$ cat config.mk
export PLATFORM = sky130hd
export DESIGN_NAME = dot_scan_ctrl
export DESIGN_NICKNAME = d
export VERILOG_FILES = /design/src/rtl/dot_scan_ctrl_pkg.sv /design/src/rtl/dot_col_dec.sv /design/src/rtl/dot_scan_ctrl.sv
export SDC_FILE = /design/constraint.sdc
export NUM_CORES = 1
export LEC_CHECK = 0
export CORE_UTILIZATION = 29
export CTS_CLUSTER_DIAMETER = 150
export DETAILED_ROUTE_END_ITERATION = 7
export SLEW_MARGIN = 20
export SYNTH_ARGS = -nofsm -noshare
export SYNTH_HDL_FRONTEND = slang
export SYNTH_SLANG_ARGS = --single-unit
$ cat constraint.sdc
create_clock -name i_clk -period 3.1 [get_ports i_clk]
set_input_delay 0.93 -clock i_clk [delete_from_list [all_inputs] [get_ports i_clk]]
set_output_delay 0.93 -clock i_clk [all_outputs]
set_load 0.02 [all_outputs]
$ cat src/rtl/dot_scan_ctrl_pkg.sv
// Shared definitions for the dot-matrix scan controller and its column decoder.
package dot_scan_ctrl_pkg;

    // Board defaults: column slot length and leading blanking in clock cycles.
    localparam int unsigned DefDiv   = 1024;
    localparam int unsigned DefBlank = 64;

    // Widest column count the shared all-off pattern covers.
    localparam int unsigned MaxCols = 64;

    // Column select with no column driven (selects are active-low).
    localparam logic [MaxCols-1:0] ColAllOff = '1;

    // Display phase within a column slot.
    typedef enum logic {
        PhBlank,
        PhActive
    } scan_phase_e;

    // Ceiling log2, never less than one bit so single-entry ranges still get a port.
    function automatic int unsigned clog2(input int unsigned value);
        int unsigned w;
        w = 1;
        while ((64'd1 << w) < 64'(value)) begin
            w = w + 1;
        end
        return w;
    endfunction

endpackage

$ cat src/rtl/dot_col_dec.sv
// Column index to active-low one-hot select, with a blanking override.
// Indices outside 0..COLS-1 select no column.
module dot_col_dec
    import dot_scan_ctrl_pkg::*;
#(
    parameter int unsigned COLS = 8,
    parameter int unsigned COLW = clog2(COLS)
) (
    input  logic [COLW-1:0] i_col,
    input  logic            i_blank,
    output logic [COLS-1:0] o_col_n
);

    // Drive the single selected column low unless blanking.
    always_comb begin
        o_col_n = ColAllOff[COLS-1:0];
        if (!i_blank) begin
            for (int unsigned c = 0; c < COLS; c++) begin
                if (i_col == COLW'(c)) begin
                    o_col_n[c] = 1'b0;
                end
            end
        end
    end

endmodule

$ cat src/rtl/dot_scan_ctrl.sv
// Time-multiplexed dot-matrix scan controller: slot prescaler, column counter,
// inter-column blanking and a double-buffered column store with frame-aligned swap.
module dot_scan_ctrl
    import dot_scan_ctrl_pkg::*;
#(
    parameter  int unsigned COLS  = 8,
    parameter  int unsigned ROWS  = 8,
    parameter  int unsigned DIV   = DefDiv,
    parameter  int unsigned BLANK = DefBlank,
    localparam int unsigned COLW  = clog2(COLS)
) (
    input  logic            i_clk,
    input  logic            i_rst_n,
    input  logic            i_en,
    input  logic            i_wr_en,
    input  logic [COLW-1:0] i_wr_col,
    input  logic [ROWS-1:0] i_wr_data,
    input  logic            i_swap_req,
    output logic            o_swap_busy,
    output logic            o_swap_done,
    output logic            o_frame_start,
    output logic [COLS-1:0] o_col_n,
    output logic [ROWS-1:0] o_row
);

    localparam int unsigned      PW        = clog2(DIV);
    localparam logic [PW-1:0]    PrescLast = PW'(DIV - 1);
    localparam logic [COLW-1:0]  ColLast   = COLW'(COLS - 1);

    logic            r_run;
    logic [PW-1:0]   r_presc;
    logic [COLW-1:0] r_col;
    logic            r_fs;          // index of the buffer currently displayed
    logic            r_pending;
    logic            r_swap_done;
    logic [ROWS-1:0] r_buf [2][COLS];

    logic            w_boundary;
    logic            w_take_swap;
    logic            w_in_blank;
    logic            w_blank;
    scan_phase_e     w_phase;
    logic [ROWS-1:0] w_front_row;

    // Last cycle of the last column slot; the swap lands on this edge.
    assign w_boundary  = r_run && (r_presc == PrescLast) && (r_col == ColLast);
    assign w_take_swap = w_boundary && (r_pending || i_swap_req);

    // Leading part of every slot is blanked so the previous column's drivers settle.
    if (BLANK == 0) begin : g_no_blank
        assign w_in_blank = 1'b0;
    end else begin : g_blank
        assign w_in_blank = (r_presc < PW'(BLANK));
    end

    // Scan position: restart from column 0 whenever the scan is disabled.
    always_ff @(posedge i_clk or negedge i_rst_n) begin
        if (!i_rst_n) begin
            r_run   <= 1'b0;
            r_presc <= '0;
            r_col   <= '0;
        end else begin
            r_run <= i_en;
            if (!i_en) begin
                r_presc <= '0;
                r_col   <= '0;
            end else if (r_run) begin
                if (r_presc == PrescLast) begin
                    r_presc <= '0;
                    r_col   <= (r_col == ColLast) ? '0 : r_col + 1'b1;
                end else begin
                    r_presc <= r_presc + 1'b1;
                end
            end
        end
    end

    // Swap handshake: a request waits for the frame boundary; one at the boundary goes straight in.
    always_ff @(posedge i_clk or negedge i_rst_n) begin
        if (!i_rst_n) begin
            r_fs        <= 1'b0;
            r_pending   <= 1'b0;
            r_swap_done <= 1'b0;
        end else begin
            r_swap_done <= w_take_swap;
            if (w_take_swap) begin
                r_fs      <= ~r_fs;
                r_pending <= 1'b0;
            end else if (i_swap_req) begin
                r_pending <= 1'b1;
            end
        end
    end

    // CPU writes always target the back buffer; an out-of-range column matches no entry.
    always_ff @(posedge i_clk or negedge i_rst_n) begin
        if (!i_rst_n) begin
            for (int unsigned b = 0; b < 2; b++) begin
                for (int unsigned c = 0; c < COLS; c++) begin
                    r_buf[b][c] <= '0;
                end
            end
        end else begin
            for (int unsigned c = 0; c < COLS; c++) begin
                if (i_wr_en && (i_wr_col == COLW'(c))) begin
                    r_buf[~r_fs][c] <= i_wr_data;
                end
            end
        end
    end

    // Phase of the current cycle within the slot.
    always_comb begin
        w_phase = (!r_run || w_in_blank) ? PhBlank : PhActive;
    end

    assign w_blank = (w_phase == PhBlank);

    // Row pattern of the selected column from the front buffer.
    always_comb begin
        w_front_row = '0;
        for (int unsigned c = 0; c < COLS; c++) begin
            if (r_col == COLW'(c)) begin
                w_front_row = r_buf[r_fs][c];
            end
        end
    end

    dot_col_dec #(
        .COLS (COLS),
        .COLW (COLW)
    ) u_col_dec (
        .i_col   (r_col),
        .i_blank (w_blank),
        .o_col_n (o_col_n)
    );

    assign o_row         = w_blank ? '0 : w_front_row;
    assign o_frame_start = r_run && (r_presc == '0) && (r_col == '0);
    assign o_swap_busy   = r_pending;
    assign o_swap_done   = r_swap_done;

endmodule
==> flow_summary.ini, run 1 <==
[clock_network]
cts.sinks = 145
h-tree-depth = 4
cts-root-buf = clkbuf_16
tritoncts = built
clk_latency_ns = 0.42
cts_hold_buf = 0
clock_path_buffers = 2
cts_buffers = 17
clk_pin_slew_ns = 0.07

[pwr]
ir_drop_v = 0.000353
power_density_nw_per_um2 = 483
p_total_w = 0.00446
p_leak_nw = 3.81

[route]
antenna_left = 0
drc_errors = 0
met1_length_um = 8210
viasPerCell = 4.83
wl_met2_um = 8590
wirelength_um = 17400
first_pass_iters = 4
drt_iter0_drc = 211
num_vias = 4812
highest_layer = met4
wl_per_cell_um = 17.5
met3_length_um = 352

[setup_path]
path_class = reg2out
worstPathRequired_ns = 2.17
path_cells = ha_2 > or3b_4 > buf_12 > o211ai_4 > o21ai_2 > o31ai_2 > buf_4
crit_slowest_cell = or3b_4
worstPathArrival_ns = 2.39
path_max_fanout = 5
cp-end-kind = primary output
worst_path_largest_cell_delay_ns = 0.46
startpoint_type = flip-flop
rrSetupSlack_ns = 1.10

[timing]
final-setup-viol-count = 8
fin_skew_ns = 0.0111
fin_ws_ns = -0.219
worst_pin_slew_ns = 0.669
relSlewSlack_pct = 55.2
finalCritPeriodShare_pct = 107
rsz0062_at_grt = true
clock.fmax_ghz = 0.301
slew_violations = 0
tns_ns = -1.18
hold_viol_final = 0
period_minus_slack_ns = 3.32

[global_routing]
grt_usage_pct = 14.2
antenna_found_initial = 0
grt_max_degree = 59
grt_pass1_vias = 5057
grt_pass1_wl_um = 28300
grt-ovfl-total = 0

[synthesis]
muxShareOfSynthArea_pct = 29.0
synth_ff_type = dfrtp_1
syn_avg_cell_area_um2 = 12.5
yosysTopAreaCell = dfrtp_1
synth-xor-area-share_pct = 0.971
synthArstFlopShare_pct = 100
yosysTopAreaCellShare_pct = 50.3
synth_edf_count = 0
yosysUniqueCellTypes = 48
synth_nets = 599
synth_seq_cells = 145
synth_simple_gate_area_share_pct = 7.82
yosysSeqAreaShare_pct = 50.3
yosysWarnings = 0
synth.area.top_cells = dfrtp_1 50%, mux2_2 21%, mux2i_1 7.9%
synth_compound_area_share_pct = 7.72
synth_area_um2 = 7220
synth_top_family_by_area = multiplexers
synth_fa_ha_area_share_pct = 1.39
synth_cells = 575

[die]
die-area_um2 = 25500
die_w_um = 160
rows = 57
start_util_pct = 29.6
io_pins = 35
dieHeight_um = 160
fp.coreArea_um2 = 24400

[layout]
final_cell_area_um2 = 9250
regArea_um2 = 3630
stdcell_count = 997
insertedDiodeCount = 0
n_fill_cell = 2403
finalNetCount = 684
syn2layout_area_growth_pct = 28.2
drive_above_1_share_pct = 45.5
multi_input_area_um2 = 3660

[place]
dpl-instance-area_um2 = 8370
dp_cells = 960
portBuffers = 34
hpwl_um = 12300
place_congestion = 0.810
post-place-ws_ns = -0.480

[worst_hold_path]
worstHoldPathType = in2async

[outcome]
violations = negative setup slack
status = finished with violations

[flow_run]
drv_cap = 0
[cells in the mapped netlist (2+ instances only)]
master	n
nand2b_1	5
and2_1	6
nor2_2	9
o221ai_1	7
a32oi_1	7
mux2i_1	57
nor4b_1	2
clkbuf_1	14
buf_2	11
o21ai_0	5
a21oi_1	18
mux2_2	135
and3_1	3
o21ai_1	7
nand3_1	13
buf_4	5
or3_1	4
nor3_1	3
o31ai_1	8
xnor2_1	7
ha_1	8
nand3b_1	4
a22oi_1	8
nor3b_2	3
o211ai_2	7
inv_1	9
nor2_1	13
nand4_1	2
buf_6	2
nand2_1	31
dfrtp_1	145
[layer usage]
| layer | up-vias | GRT usage, % |
|---|---|---|
| met5 | - | 0 |
| met4 | 0 | 4.59 |
| met3 | 14 | 2.10 |
| met2 | 59 | 23.8 |
| met1 | 2458 | 18.9 |
| li1 | 2281 | - |
[repair_timing]
item | in CTS | in global routing
endpoints found under the setup margin | 17 | 10
pin swaps | 18 | 16
hold endpoints to repair | 0 | 0
gates resized for setup | 88 | 32
buffers inserted | 3 | 2
[where the power goes]
part	internal, W	total (W)	switching (W)
combinational	0.000180	0.000317	0.000137
sequential	0.00208	0.00217	0.0000939
clock	0.00110	0.00197	0.000879
[stage by stage]
| step | hold slack [ns] | util (%) |
|---|---|---|
| 2_1_floorplan | 0.475 | - |
| 3_3_place_gp | 0.484 | 34.3 |
| 3_5_place_dp | 0.491 | 34.3 |
| 4_1_cts | 0.487 | 37.2 |
| 5_1_grt | 0.503 | 37.9 |
| 6_report | 0.474 | 37.9 |
[flip-flops by register name (all words and copies together), names as in the netlist]
signal / flops
r_col: 3
o_swap_busy: 1
o_swap_done: 1
r_fs: 1
r_run: 1
r_presc: 10
r_buf: 128
[cell families after synthesis]
logic type	Yosys count
flip-flops	145
buffers and inverters	42
AO/OA/AOI/OAI	75
XOR/XNOR	8
multiplexers	192
AND/OR/NAND/NOR	105
adder cells (fa/ha/maj)	8
[placed cells by master (no fill, tap or decap), types with 4 or more instances in the layout]
master / Yosys / final
dfrtp_1: 145 / 144
mux2_2: 135 / 135
mux2i_1: 57 / 57
buf_4: 5 / 55
nand2_1: 31 / 29
clkbuf_16: 0 / 17
a21oi_1: 18 / 16
clkdlybuf4s50_1: 0 / 16
nor2_1: 13 / 13
nand3_1: 13 / 13
buf_12: 0 / 10
nor2_2: 9 / 9
inv_1: 9 / 7
xnor2_1: 7 / 7
buf_6: 2 / 7
dlygate4sd2_1: 0 / 7
o31ai_2: 0 / 6
o21ai_0: 5 / 5
nand2b_1: 5 / 5
o221ai_1: 7 / 5
ha_4: 0 / 5
a22oi_2: 0 / 4
o211ai_2: 7 / 4
o21ai_2: 0 / 4
nand3b_1: 4 / 4
a32oi_2: 0 / 4
a22oi_1: 8 / 4
or3_1: 4 / 4
and2_1: 6 / 4
inv_8: 0 / 4
clkinv_4: 0 / 4
[path summary, 6_finish.rpt]
check,from,to,cells after the start
min in group i_clk,r_buf[4]$_DFFE_PN0P_,r_buf[4]$_DFFE_PN0P_,1
worst min-delay path,i_rst_n,o_swap_done$_DFF_PN0_,1
worst max-delay path,r_col[0]$_DFFE_PN0P_,o_row[1],7
max in group asynchronous,i_rst_n,r_buf[64]$_DFFE_PN0P_,2
worst min register to register,r_buf[4]$_DFFE_PN0P_,r_buf[4]$_DFFE_PN0P_,1
worst max register to register,r_fs$_DFFE_PN0P_,r_buf[34]$_DFFE_PN0P_,6
[critical path: cells and delay by family, from the launching register on]
family                     cells  cell delay (ns)
AOI/OAI and AO/OA              3             0.54
adders and majority gates      1             0.21
buffers and inverters          2             0.35
DFF                            1             0.41
and+or+nand+nor                1             0.46
[final cells by class]
class	instances	share of cell area, %
inverter	10	0.419
clock inverter	13	1.27
tap	324	4.38
clock buffer	19	4.90
multi-input combinational	388	39.6
timing repair buffer	98	10.2
sequential	145	39.3
Note: power is estimated with default switching activity, not from simulation.
==> run 2, diff against run 1 <==
--- a/config.mk
+++ b/config.mk
@@ -5,6 +5,7 @@
 export SDC_FILE = /design/constraint.sdc
 export NUM_CORES = 1
 export LEC_CHECK = 0
+export CAP_MARGIN = 0
 export CORE_UTILIZATION = 29
 export CTS_CLUSTER_DIAMETER = 150
 export DETAILED_ROUTE_END_ITERATION = 7
==> results of run 2 <==
Same layout as run 1: the final DEF is identical, and so are final timing and power.
==> run 3, diff against run 2 <==
--- a/config.mk
+++ b/config.mk
@@ -5,8 +5,8 @@
 export SDC_FILE = /design/constraint.sdc
 export NUM_CORES = 1
 export LEC_CHECK = 0
-export CAP_MARGIN = 0
-export CORE_UTILIZATION = 29
+export CAP_MARGIN = 20
+export CORE_UTILIZATION = 40
 export CTS_CLUSTER_DIAMETER = 150
 export DETAILED_ROUTE_END_ITERATION = 7
 export SLEW_MARGIN = 20
==> run 3 against run 2 <==
Effect of this change:
- the run still ends with negative setup slack left
- global-route usage rose by 6.4 points
- critical path depth rose by 1
- count of clock-buffer cells in the layout rose by 1
- die area fell by 27%
- hold slack improved by 0.022 ns
- flip-flop and latch count did not move
- cell count fell by 9.8%
- clock power rose by 6%
- combinational power barely moved
- cell area fell by 1.4%
- clock skew fell by 0.0038 ns
==> flow_summary.ini, run 3 (same netlist as run 1, synthesis figures left out) <==
[setup_path]
cp-end-kind = primary output
path_delay_family = compound AO/OA/AOI/OAI gates
path_max_fanout = 4
startpoint_type = flip-flop
path_class = reg2out
worstPathArrival_ns = 2.38
rrSetupSlack_ns = 1.20
reg2reg_from = r_fs$_DFFE_PN0P_
worstPathRequired_ns = 2.17
crit_slowest_cell = or3b_4
crit_start = r_col[1]$_DFFE_PN0P_
r2r_cells = 4
worst_path_largest_cell_delay_ns = 0.42
path_cells = inv_2 > ha_2 > or3b_4 > buf_6 > o211ai_2 > o21ai_1 > o31ai_1 > buf_2
path_buf_inv = 3
rr_endpoint = r_buf[41]$_DFFE_PN0P_

[timing]
slew_violations = 0
fin_ws_ns = -0.206
hold_viol_final = 0
whs_ns = 0.496
worst_pin_slew_ns = 0.682
finalCritPeriodShare_pct = 107
fin_skew_ns = 0.00726
clock.fmax_ghz = 0.302
relSlewSlack_pct = 54.4
final-setup-viol-count = 8
period_minus_slack_ns = 3.31
rsz0062_at_grt = true

[route]
antenna_left = 0
num_vias = 4891
drt_iter0_drc = 279
first_pass_iters = 4
drc_errors = 0
wl_per_cell_um = 19.7
viasPerCell = 5.44
wirelength_um = 17700

[layout]
stdcell_count = 899
syn2layout_area_growth_pct = 26.5
layout_common_cells = 143 x dfrtp_1, 135 x mux2_2, 57 x mux2i_1
finalNetCount = 686
largest_reg_flops = 128
insertedDiodeCount = 0
n_fill_cell = 1485
largestRegisters = r_buf (128), r_presc (10), r_col (3)
layout_commonest_cell = dfrtp_1
drive_above_1_share_pct = 44.8
regMostFlops = r_buf

[die]
io_pins = 35
rows = 48
die_w_um = 136
die-area_um2 = 18600
fp.coreArea_um2 = 17500
start_util_pct = 41.3
dieHeight_um = 136

[outcome]
violations = negative setup slack
status = finished with violations

[clock_network]
cts.sinks = 145
cts_hold_buf = 0
cts-root-buf = clkbuf_16
cts_buffers = 17
clk_pin_slew_ns = 0.06
h-tree-depth = 4
clk_latency_ns = 0.42
tritoncts = built
clock_path_buffers = 2

[place]
portBuffers = 34
post-place-ws_ns = -0.468
dp_cells = 859
place_congestion = 0.878
hpwl_um = 12700

[pwr]
power_density_nw_per_um2 = 503
ir_drop_v = 0.000397
p_leak_nw = 3.80
p_total_w = 0.00459

[global_routing]
grt_pass1_wl_um = 28200
grt-ovfl-total = 0
antenna_found_initial = 0
grt_usage_pct = 20.6
grt_max_degree = 65
grt_pass1_vias = 5129

[worst_hold_path]
worstHoldPathType = in2async

[flow_run]
drv_cap = 0
[run 3: cell types whose count changed in the layout (fill, tap and decap cells not counted), sizes merged]
cell           delta
buf               +2
bufinv            +3
clkbuf            +2
clkdlybuf4s15     -1
clkinv            -3
inv               -2
[run 3: power by group]
part	total [W]	switching, W	internal (W)
combinational	0.000318	0.000141	0.000178
clock	0.00209	0.000803	0.00129
sequential	0.00218	0.0000965	0.00208
total	0.00459	0.00104	0.00355
[run 3: worst max path at each step]
stage	depth (start not counted)	end	slack, ns
6_report	8	o_row[0]	-0.21
5_1_grt	8	o_row[3]	-0.29
4_1_cts	8	o_row[1]	-0.19
3_5_place_dp	8	o_row[3]	-0.47
3_3_place_gp	7	o_row[0]	-0.34
2_1_floorplan	8	o_row[0]	0.08
[run 3: what timing repair did]
item | 4_1_cts | 5_1_grt
buffers inserted | 7 | 2
endpoints found under the setup margin | 17 | 10
pin swaps | 25 | 13
resized for setup | 104 | 20
[run 3: stage by stage]
stage                     instance area [um2]  setup TNS (ns)  util, %
after floorplan                          7220               0        -
after global placement                   8190           -2.21     46.9
after detailed placement                 8190           -2.73     46.9
after CTS                                9040           -1.22     51.7
after global routing                     9130           -1.82     52.2
final                                    9130           -1.07     52.2
[run 3: routing by layer]
layer	track usage (%)	vias up	wire length [um]	part of all wire [%]
li1	-	2276	-	-
met2	33.3	80	8520	48
met5	0	-	0	0
met1	28.2	2511	8410	47
met3	3.02	24	537	3.0
met4	7.04	0	268	1.5
[run 3: final cells by class]
cell class / count / area, um2 / share of cell area, %
timing repair buffer: 100 / 925 / 10.1
sequential: 145 / 3630 / 39.8
clock inverter: 11 / 154 / 1.69
multi-input combinational: 388 / 3640 / 39.9
clock buffer: 20 / 447 / 4.90
tap: 225 / 282 / 3.09
inverter: 10 / 40.0 / 0.439
==> RTL edit, RTL diff (settings of run 3) <==
`DefDiv`: 1024 -> 4096.
--- a/src/rtl/dot_scan_ctrl_pkg.sv
+++ b/src/rtl/dot_scan_ctrl_pkg.sv
@@ -2,7 +2,7 @@
 package dot_scan_ctrl_pkg;
 
     // Board defaults: column slot length and leading blanking in clock cycles.
-    localparam int unsigned DefDiv   = 1024;
+    localparam int unsigned DefDiv   = 4096;
     localparam int unsigned DefBlank = 64;
 
     // Widest column count the shared all-off pattern covers.
Formal check against the unedited RTL: no difference found for any inputs over 4 cycles, from zero or initial values and one cycle with i_rst_n low; that may be too few to reach the edited logic, so the function may still have changed.
==> RTL edit against run 3 <==
  * Worst setup slack worse by 0.12 ns
  * Sequential cell count up 2
  * The flow still finishes with violations (negative setup slack)
  * Routed wire length up 5.1%
  * Final area up 0.63%
  * Maximum frequency down 3.4%
  * Register-to-register slack worse by 0.39 ns
  * Synthesized area up 0.69%
  * Largest cell class is now sequential cells
  * Global-route usage up 0.71 points
  * Hold slack worse by 0.0054 ns
  * Clock skew about the same
  * Count of clock-buffer cells in the layout up 1
Power is not compared: it rests on default switching activity, and its combinational part moved more than twofold at a synthesized area within 25%.
==> RTL edit: results (changes against run 3) <==
Status: complete, but fails checks (unchanged)
Failing checks: negative setup slack (unchanged)
Grt total ovfl: 0 (unchanged)
Seq Cell Count: 147 (was 145)
Met2 wire length: 8.970 mm (was 8.518 mm)
Switching Fraction: 27.78%
Max-slew headroom: 47.28% (was 54.40%)
Drt via density: 5.467 (was 5.440)
Comb pwr share: 21.9%
Count of cell types in the netlist: 44 (was 48)
Top flop regs: r_buf x128, r_presc x12, r_col x3 (was r_buf x128, r_presc x10, r_col x3)
Arrival @ worst endpoint: 2.49 ns (was 2.38 ns)
Met2 GRT Util: 34.66% (was 33.31%)
WL met3: 802 microns (was 537 microns)
Post-synth top area share: 50.63% (was 50.29%)
Multi-input combinational area share: 39.60% (was 39.94%)
Async set or reset register ratio after synthesis: 100.0% (unchanged)
Gpl congestion: 0.9223 (was 0.8778)
M1 GR Usage: 27.85% (was 28.16%)
Root buf cell: clkbuf_16 (unchanged)
Nets: 705 (was 686)
Number of buffers created by CTS: 17 (unchanged)
Drt wl/cell: 20.28 microns (was 19.72 microns)
Largest net degree at the start of global routing: 68 (was 65)
Initial DRC count: 360 (was 279)
Share of layout cells above drive strength 1: 45.39% (was 44.81%)
Met1 wire length: 8.393 mm (was 8.408 mm)
Chip Width: 136.8 microns (was 136.3 microns)
Worst setup margin: -0.3216 ns (was -0.2059 ns)
Placed Instance Area: 0.008315 sq mm (was 0.008190 sq mm)
Clock buffer cells: 21 (was 20)
Syn_nets: 610 (was 599)
Maximum buffer depth of the clock tree: 2 (unchanged)
Skew final: 0.007667 ns (was 0.007256 ns)
Non-clk buf share: 10.74% (was 10.13%)
Reg2Reg Depth: 6 (was 4)
Vias in the first global route: 5199 (was 5129)
Antenna cells: 0 (unchanged)
Sequential power: 2.52 mW
Clock tree cell share of total cell area: 6.254% (was 6.582%)
Htree depth: 4 (unchanged)
Seq area share: 40.10% (was 39.82%)
Comb_multi_in: 397 (was 388)
Detailed placement HPWL: 12.92 mm (was 12.67 mm)
Antenna-violating nets left: 0 (unchanged)
Buffers, non-clock: 112 (was 100)
Top cells by count, synth: 147 x dfrtp_1, 140 x mux2_2, 42 x mux2i_1 (was 145 x dfrtp_1, 135 x mux2_2, 57 x mux2i_1)
Worst-case vdd ir drop: 443.5 uV
Largest cells by area after synthesis: dfrtp_1 51%, mux2_2 22%, mux2i_1 5.8% (was dfrtp_1 50%, mux2_2 21%, mux2i_1 7.9%)
Register area share after synthesis: 50.63% (was 50.29%)
First-pass GRT wire length: 29.19 mm (was 28.25 mm)
DRT Pass-1 Iters: 4 (unchanged)
Global-route usage over all layers: 21.31% (was 20.60%)
Finish-stage setup viols: 8 (unchanged)
Non-clock inverter count: 6 (was 10)
Initial antenna violation count: 0 (unchanged)
GRT met3 Usage: 4.333% (was 3.020%)
Fill cell count: 1500 (was 1485)
Crit Path Max Fanout: 8 (was 4)
Ys Warns: 0 (unchanged)
## RTL edit: worst paths after layout
path	start	to	slack, ns
setup / recovery	r_col[0]	o_row[3]	-0.32
hold / removal	i_rst_n	r_buf[6]	0.49
setup reg to reg	r_fs	r_buf[47]	0.81
hold reg to reg	r_buf[45]	r_buf[45]	0.49
max in group asynchronous	i_rst_n	r_buf[119]	1.83
min in group i_clk	r_buf[45]	r_buf[45]	0.49
## RTL edit: logic make-up (layout without fill, tap and decap cells)
logic type | Yosys count | count (layout) | synth area share (%)
muxes | 185 | 185 | 27.95
DFF | 147 | 147 | 50.63
and+or+nand+nor | 127 | 127 | 9.712
AOI/OAI and AO/OA | 68 | 68 | 6.423
buffers and inverters | 42 | 150 | 2.824
xor gates and xnor gates | 9 | 9 | 1.085
adders and majority gates | 8 | 8 | 1.378
## RTL edit: through the flow
stage          setup slack (ns)  instances  utilization, %  TNS [ns]
3_3_place_gp            -0.3784        876           47.42    -2.761
3_5_place_dp            -0.4756        876           47.42    -3.522
4_1_cts                 -0.3214        911           51.16    -2.243
2_1_floorplan           0.07953        586               -         0
5_1_grt                 -0.4458        919           52.36    -3.045
6_report                -0.3216        919           52.36    -2.245
## RTL edit: worst max-delay path, cell delays in order, from the launching register on
cell and delay [ns]:
dfrtp_1 0.41, inv_2 0.09, ha_4 0.13, or3b_4 0.43, buf_4 0.16, o221ai_2 0.17
and3_4 0.21, a211oi_2 0.05, o41ai_2 0.22, buf_4 0.19
## RTL edit: what timing repair did
item / in CTS / in global routing
gates resized for setup: 77 / 33
cloned: 0 / 1
setup buffers: 3 / 7
endpoints found under the setup margin: 17 / 16
pin swaps: 18 / 12
